--- src/rtl/wsg_pkg.sv ---
// Shared types and register-window offsets for the three-voice wavetable sound generator.
package wsg_pkg;

  typedef enum logic [2:0] {
    IDLE,
    ACC,
    WAIT,
    MAC,
    DONE
  } state_t;

  typedef struct packed {
    logic [19:0] freq;
    logic [2:0]  wave_sel;
    logic [3:0]  vol;
  } voice_regs_t;

  localparam int NUM_VOICES = 3;

  localparam logic [4:0] OFF_WAVE0   = 5'h05;
  localparam logic [4:0] OFF_WAVE1   = 5'h0A;
  localparam logic [4:0] OFF_WAVE2   = 5'h0F;
  localparam logic [4:0] OFF_V0_FREQ = 5'h10;
  localparam logic [4:0] OFF_V0_VOL  = 5'h15;
  localparam logic [4:0] OFF_V1_FREQ = 5'h16;
  localparam logic [4:0] OFF_V1_VOL  = 5'h1A;
  localparam logic [4:0] OFF_V2_FREQ = 5'h1B;
  localparam logic [4:0] OFF_V2_VOL  = 5'h1F;

endpackage

--- src/rtl/wsg_voice_sequencer_if.sv ---
// CPU write bus into the sound register window.
interface wsg_voice_sequencer_if;
  logic        wr_en;
  logic [15:0] ram_addr;
  logic [7:0]  cpu_data;

  modport master (output wr_en, output ram_addr, output cpu_data);
  modport slave  (input  wr_en, input  ram_addr, input  cpu_data);
endinterface

--- src/rtl/wsg_voice_regs.sv ---
// Decodes CPU writes in the 32-byte sound window into per-voice frequency, waveform and volume.
module wsg_voice_regs
  import wsg_pkg::*;
#(
  parameter logic [15:0] ADDR_BASE = 16'h5040
) (
  input  logic                  clk,
  input  logic                  rst,
  wsg_voice_sequencer_if.slave  cpu,
  output voice_regs_t           v0_regs,
  output voice_regs_t           v1_regs,
  output voice_regs_t           v2_regs
);

  logic [16:0] rel;
  logic [4:0]  offset;
  logic [3:0]  nib;
  logic        in_win;
  logic        unused_hi;

  // A borrow into bit 16 means the address is below the window.
  assign rel       = {1'b0, cpu.ram_addr} - {1'b0, ADDR_BASE};
  assign in_win    = cpu.wr_en && (rel[16:5] == '0);
  assign offset    = rel[4:0];
  assign nib       = cpu.cpu_data[3:0];
  assign unused_hi = ^cpu.cpu_data[7:4];

  always_ff @(posedge clk or posedge rst) begin
    if (rst) begin
      v0_regs <= '0;
      v1_regs <= '0;
      v2_regs <= '0;
    end else if (in_win) begin
      case (offset)
        OFF_WAVE0:   v0_regs.wave_sel     <= nib[2:0];
        OFF_WAVE1:   v1_regs.wave_sel     <= nib[2:0];
        OFF_WAVE2:   v2_regs.wave_sel     <= nib[2:0];
        5'h10:       v0_regs.freq[3:0]    <= nib;
        5'h11:       v0_regs.freq[7:4]    <= nib;
        5'h12:       v0_regs.freq[11:8]   <= nib;
        5'h13:       v0_regs.freq[15:12]  <= nib;
        5'h14:       v0_regs.freq[19:16]  <= nib;
        OFF_V0_VOL:  v0_regs.vol          <= nib;
        // Voices 1 and 2 have no low nibble; their freq[3:0] stays at reset value 0.
        5'h16:       v1_regs.freq[7:4]    <= nib;
        5'h17:       v1_regs.freq[11:8]   <= nib;
        5'h18:       v1_regs.freq[15:12]  <= nib;
        5'h19:       v1_regs.freq[19:16]  <= nib;
        OFF_V1_VOL:  v1_regs.vol          <= nib;
        5'h1B:       v2_regs.freq[7:4]    <= nib;
        5'h1C:       v2_regs.freq[11:8]   <= nib;
        5'h1D:       v2_regs.freq[15:12]  <= nib;
        5'h1E:       v2_regs.freq[19:16]  <= nib;
        OFF_V2_VOL:  v2_regs.vol          <= nib;
        default: ;
      endcase
    end
  end

endmodule

--- src/rtl/wsg_voice_sequencer.sv ---
// Three-voice wavetable sequencer: per sample tick, steps each voice's phase accumulator,
// fetches its wave nibble from the shared ROM and accumulates the volume-scaled mix.
module wsg_voice_sequencer
  import wsg_pkg::*;
#(
  parameter logic [15:0] ADDR_BASE = 16'h5040,
  parameter int          ROM_LAT   = 1
) (
  input  logic                  clk,
  input  logic                  rst,
  wsg_voice_sequencer_if.slave  cpu,
  input  logic                  sample_tick,
  output logic [7:0]            wave_rom_addr,
  input  logic [3:0]            wave_rom_data,
  output logic [9:0]            sample_out,
  output logic                  sample_valid,
  output logic                  busy,
  output logic                  overrun
);

  if (ROM_LAT != 1) begin : g_lat_check
    $error("wsg_voice_sequencer supports only ROM_LAT == 1");
  end

  voice_regs_t v0_regs, v1_regs, v2_regs, cur;
  state_t      state, state_nxt;
  logic [1:0]  v;
  logic [9:0]  sum, sum_nxt;
  logic [19:0] acc [NUM_VOICES];
  logic [19:0] acc_cur, acc_nxt;

  function automatic logic [9:0] mac_step(input logic [9:0] s, input logic [3:0] d,
                                          input logic [3:0] g);
    logic [7:0] prod;
    prod = d * g;
    return s + {2'b00, prod};
  endfunction

  wsg_voice_regs #(.ADDR_BASE(ADDR_BASE)) u_regs (
    .clk     (clk),
    .rst     (rst),
    .cpu     (cpu),
    .v0_regs (v0_regs),
    .v1_regs (v1_regs),
    .v2_regs (v2_regs)
  );

  always_comb begin
    cur     = v2_regs;
    acc_cur = acc[2];
    case (v)
      2'd0: begin cur = v0_regs; acc_cur = acc[0]; end
      2'd1: begin cur = v1_regs; acc_cur = acc[1]; end
      default: ;
    endcase
  end

  assign acc_nxt = acc_cur + cur.freq;
  assign sum_nxt = mac_step(sum, wave_rom_data, cur.vol);

  always_ff @(posedge clk or posedge rst) begin
    if (rst) state <= IDLE;
    else     state <= state_nxt;
  end

  always_comb begin
    state_nxt = state;
    case (state)
      IDLE:    if (sample_tick) state_nxt = ACC;
      ACC:     state_nxt = WAIT;
      WAIT:    state_nxt = MAC;
      MAC:     state_nxt = (v == 2'd2) ? DONE : ACC;
      DONE:    state_nxt = IDLE;
      default: state_nxt = IDLE;
    endcase
  end

  always_comb begin
    busy = (state != IDLE);
  end

  // Datapath: the mix result is registered on the last MAC so it is valid during DONE.
  always_ff @(posedge clk or posedge rst) begin
    if (rst) begin
      v             <= '0;
      sum           <= '0;
      wave_rom_addr <= '0;
      sample_out    <= '0;
      sample_valid  <= 1'b0;
      overrun       <= 1'b0;
      for (int i = 0; i < NUM_VOICES; i++) acc[i] <= '0;
    end else begin
      sample_valid <= 1'b0;
      if (sample_tick && busy) overrun <= 1'b1;
      case (state)
        IDLE: begin
          if (sample_tick) begin
            v   <= '0;
            sum <= '0;
          end
        end
        ACC: begin
          for (int i = 0; i < NUM_VOICES; i++) begin
            if (v == 2'(i)) acc[i] <= acc_nxt;
          end
          wave_rom_addr <= {cur.wave_sel, acc_nxt[19:15]};
        end
        MAC: begin
          sum <= sum_nxt;
          if (v == 2'd2) begin
            sample_out   <= sum_nxt;
            sample_valid <= 1'b1;
          end else begin
            v <= v + 2'd1;
          end
        end
        default: ;
      endcase
    end
  end

endmodule
--- src/flat_wrapper.sv ---
// flat-port wrapper written by rule: the top's interface ports become plain ports
module wsg_voice_sequencer_flat import wsg_pkg::*;
#(
  parameter logic [15:0] ADDR_BASE = 16'h5040,
  parameter int          ROM_LAT   = 1
)
  (clk, rst, sample_tick, wave_rom_addr, wave_rom_data, sample_out, sample_valid, busy, overrun, cpu_wr_en, cpu_ram_addr, cpu_cpu_data);
  wsg_voice_sequencer_if cpu_i ();
  input  logic clk;
  input  logic rst;
  input  logic sample_tick;
  output logic [7:0] wave_rom_addr;
  input  logic [3:0] wave_rom_data;
  output logic [9:0] sample_out;
  output logic sample_valid;
  output logic busy;
  output logic overrun;
  input wire logic [$bits(cpu_i.wr_en)-1:0] cpu_wr_en;
  input wire logic [$bits(cpu_i.ram_addr)-1:0] cpu_ram_addr;
  input wire logic [$bits(cpu_i.cpu_data)-1:0] cpu_cpu_data;
  assign cpu_i.wr_en = cpu_wr_en;
  assign cpu_i.ram_addr = cpu_ram_addr;
  assign cpu_i.cpu_data = cpu_cpu_data;
  wsg_voice_sequencer #(.ADDR_BASE(ADDR_BASE), .ROM_LAT(ROM_LAT)) u_core (.clk(clk), .rst(rst), .cpu(cpu_i), .sample_tick(sample_tick), .wave_rom_addr(wave_rom_addr), .wave_rom_data(wave_rom_data), .sample_out(sample_out), .sample_valid(sample_valid), .busy(busy), .overrun(overrun));
endmodule
--- config.mk ---
export PLATFORM = sky130hd
export DESIGN_NAME = wsg_voice_sequencer_flat
export DESIGN_NICKNAME = d
export VERILOG_FILES = /design/src/rtl/wsg_pkg.sv /design/src/rtl/wsg_voice_sequencer_if.sv /design/src/rtl/wsg_voice_regs.sv /design/src/rtl/wsg_voice_sequencer.sv /design/src/flat_wrapper.sv
export SDC_FILE = /design/constraint.sdc
export NUM_CORES = 1
export LEC_CHECK = 0
export ABC_AREA = 1
export BUFFER_PORTS_ARGS = -buffer_cell sky130_fd_sc_hd__clkbuf_2
export CORE_MARGIN = 4
export CORE_UTILIZATION = 65
export CTS_CLUSTER_SIZE = 8
export DETAILED_ROUTE_END_ITERATION = 6
export PLACE_DENSITY = 0.83
export SLEW_MARGIN = 20
export SYNTH_ARGS = -nofsm -noshare
export SYNTH_HDL_FRONTEND = slang
export SYNTH_SLANG_ARGS = --single-unit
--- constraint.sdc ---
create_clock -name clk -period 12.9 [get_ports clk]
set_input_delay 0.645 -clock clk [delete_from_list [all_inputs] [get_ports clk]]
set_output_delay 0.645 -clock clk [all_outputs]
set_load 0.01 [all_outputs]
==> qor.csv <==
metric,value,unit
place_area,0.00979,sq mm
grt_pass1_wl,38.3,mm
crit_top_cell,nand2_1,
drtAntennaViolNets,0,
finalSetupViolations,0,
cts_resized,0,
grt_pass1_vias,7992,
dr.pass1.iters,6,
pwr-share-clk,37.1,%
drc_errors,0,
grt.total_usage,29.1,%
run_status,completed,
path_clk_slew,0.07,ns
synth_most_common_cell,nand2_1,
startpoint_type,flip-flop,
pwr-share-seq,40.5,%
cts_tree,done,
fin_area,0.0104,sq mm
worst_path_largest_cell_delay,0.51,ns
tightest_slew,1.02,ns
synth_async_sr_flop_share,100,%
antenna_found_initial,0,
dominantRegCellSynth,dfrtp_1,
drt-vias-per-instance,5.74,
setup_tns,0,ns
cp_max_fo,42,
die_w,129,microns
yosysUniqueCellTypes,42,
routed_wl,22.8,mm
ys_ff_latch,168,
htreeDepth,4,
path_buf_inv,4,
hold_class,primary input to asynchronous set/reset pin,
postCtsSetupRepairBufs,0,
p_total,1.45,mW
leakagePower,5.57,nW
clock_sinks,168,
numPortBuffers,48,
area_delta_synth_final,9.57,%
syn_area_per_cell,7.70,sq um
cts_hold_buf,0,
cp-end-kind,flip-flop,
gp_congestion,0.959,
synth_top_area_share,44.3,%
path_cells,"inv_1, ha_1, buf_4, nor2_2, buf_4, a21oi_1, or2_2, fa_1, fa_1, fa_1, inv_1, ha_1, nand2_1, o21ai_0, nand2_1, nand2_1, nand2_1, nand2_1, nand2_1, nand3_1, nand2_1",
pin_count,53,
core,0.0141,sq mm
grt_max_degree,101,
period_share,39.6,%
syn_inst,1234,
max_freq,0.196,GHz
dpl.hpwl,15.6,mm
switching_share,34.7,%
crit_family,adder cells,
cap_viol_max_count,0,
root_buffer,clkbuf_16,
synthesis.nets,1317,
cp_slowest_cell,fa_1,
syn_area,0.00950,sq mm
synthTopCellsByCount,"461 x nand2_1, 168 x dfrtp_1, 130 x inv_1",
fin_util,73.8,%
required,13.23,ns
hold_viol,0,
ys_seq_area_share,44.3,%
fp-row-count,43,
cts-buffers-inserted,17,
die_y,129,microns
slew_headroom,31.6,%
drt_iter0_drc,736,
wire_per_inst,15.6,microns
skew,0.0112,ns
diodes,0,
via_count,8362,
yosys.area.top_type,dfrtp_1,
clock_path_buffers,2,
vdd_drop_max,103,uV
nets,1347,
crit_arrival,5.43,ns
min_period,5.11,ns
yosysWarnings,8,
grt_overflow_total,0,
rsz0062_at_grt,false,
synth_edf_count,0,
clk_latency,0.44,ns
synth_area_leaders,"dfrtp_1 44%, nand2_1 18%, ha_1 5.4%",
die-area,0.0166,sq mm
drv_slew,0,
internal-power,0.948,mW
pwr_density_cell,139,mW/mm^2
layout-drive-gt1-share,9.01,%
start_util,67.4,%
power_frac_comb,22.5,%
timing_worst_setup_path_type,flip-flop to flip-flop,
p_sw,0.504,mW
## state kept, by name, indices dropped and copies added (netlist names)
name and count:
u_core.acc 60, u_core.u_regs.v0_regs 27, u_core.u_regs.v1_regs 23, u_core.u_regs.v2_regs 23, u_core.sample_out 10, u_core.sum 10, u_core.wave_rom_addr 8, u_core.state 3
u_core.v 2, u_core.overrun 1, u_core.sample_valid 1
## final timing paths
check	startpoint	end	slack [ns]	cells past startpoint
min in group clk	sample_tick	u_core.overrun	0.45	2
setup reg to reg	u_core.v[0]	u_core.sample_out[7]	7.79	21
setup / recovery	u_core.v[0]	u_core.sample_out[7]	7.79	21
hold / removal	rst	u_core.acc[34]	0.38	2
max in group asynchronous	rst	u_core.sum[4]	11.09	3
hold reg to reg	u_core.overrun	u_core.overrun	0.46	1
## logic make-up (layout without fill, tap and decap cells)
logic type | count (synthesis) | count (layout) | share of synthesized area, %
fa+ha+maj | 51 | 51 | 7.51
flops | 168 | 168 | 44.3
buf+inv | 175 | 218 | 7.52
compound gates | 145 | 145 | 8.34
simple gates | 686 | 686 | 31.5
xor+xnor | 9 | 9 | 0.830
## per-layer routing
metal / track usage, % / share of wire, % / up-vias
li1: - / - / 4045
met1: 40.0 / 44 / 3944
met2: 46.2 / 47 / 316
met3: 6.48 / 7.3 / 57
met4: 9.45 / 2.5 / 0
met5: 0 / 0 / -
## cell type report
cell class	count	area [sq um]
Clock buffer	18	429
Clock inverter	14	189
Fill cell	1093	3690
Inverter	134	509
Multi-Input combinational cell	891	4580
Sequential cell	168	4200
Tap cell	180	225
Timing Repair Buffer	52	270
## cell usage in the layout, fill, tap and decap left out, drive strengths merged
cell type | Yosys | routed
xor2 | 1 | 1
clkbuf | 18 | 66
a22o | 4 | 4
nand3b | 8 | 8
a21o | 2 | 2
clkinv | 1 | 3
clkinvlp | 0 | 3
bufinv | 0 | 3
nor2 | 55 | 55
nand3 | 113 | 113
a31oi | 1 | 1
o21ai | 99 | 99
nand4 | 36 | 36
ha | 41 | 41
o21bai | 3 | 3
buf | 23 | 4
a21oi | 23 | 23
fa | 10 | 10
nand2 | 462 | 462
or2 | 6 | 6
xnor2 | 8 | 8
o22ai | 4 | 4
dfrtp | 168 | 168
nor4 | 1 | 1
o211ai | 1 | 1
nor3 | 5 | 5
o221ai | 8 | 8
inv | 133 | 139
## worst register-to-register path, stage by stage (launching register included)
cell and delay [ns]:
dfrtp_1 0.36, inv_1 0.09, ha_1 0.20, buf_4 0.28, nor2_2 0.17, buf_4 0.45, a21oi_1 0.23, or2_2 0.33
fa_1 0.50, fa_1 0.51, fa_1 0.51, inv_1 0.04, ha_1 0.36, nand2_1 0.09, o21ai_0 0.37, nand2_1 0.10
nand2_1 0.08, nand2_1 0.06, nand2_1 0.06, nand2_1 0.06, nand3_1 0.09, nand2_1 0.05
## power by group through the flow
stage,combinational [mW],sequential [mW],clock (mW)
after floorplan,0.213,0.604,0
after detailed placement,0.320,0.596,0
final,0.326,0.587,0.538
after global placement,0.313,0.595,0
after CTS,0.322,0.587,0.541
after global routing,0.355,0.592,0.564
## metrics by stage
step | cells | hold slack, ns | worst slack, ns
2_1_floorplan | 1234 | 0.442 | 7.71
3_3_place_gp | 1425 | 0.439 | 7.97
3_5_place_dp | 1425 | 0.447 | 7.90
4_1_cts | 1457 | 0.432 | 7.82
5_1_grt | 1457 | 0.463 | 7.49
6_report | 1457 | 0.384 | 7.79
Note: power is estimated with default switching activity, not from simulation.
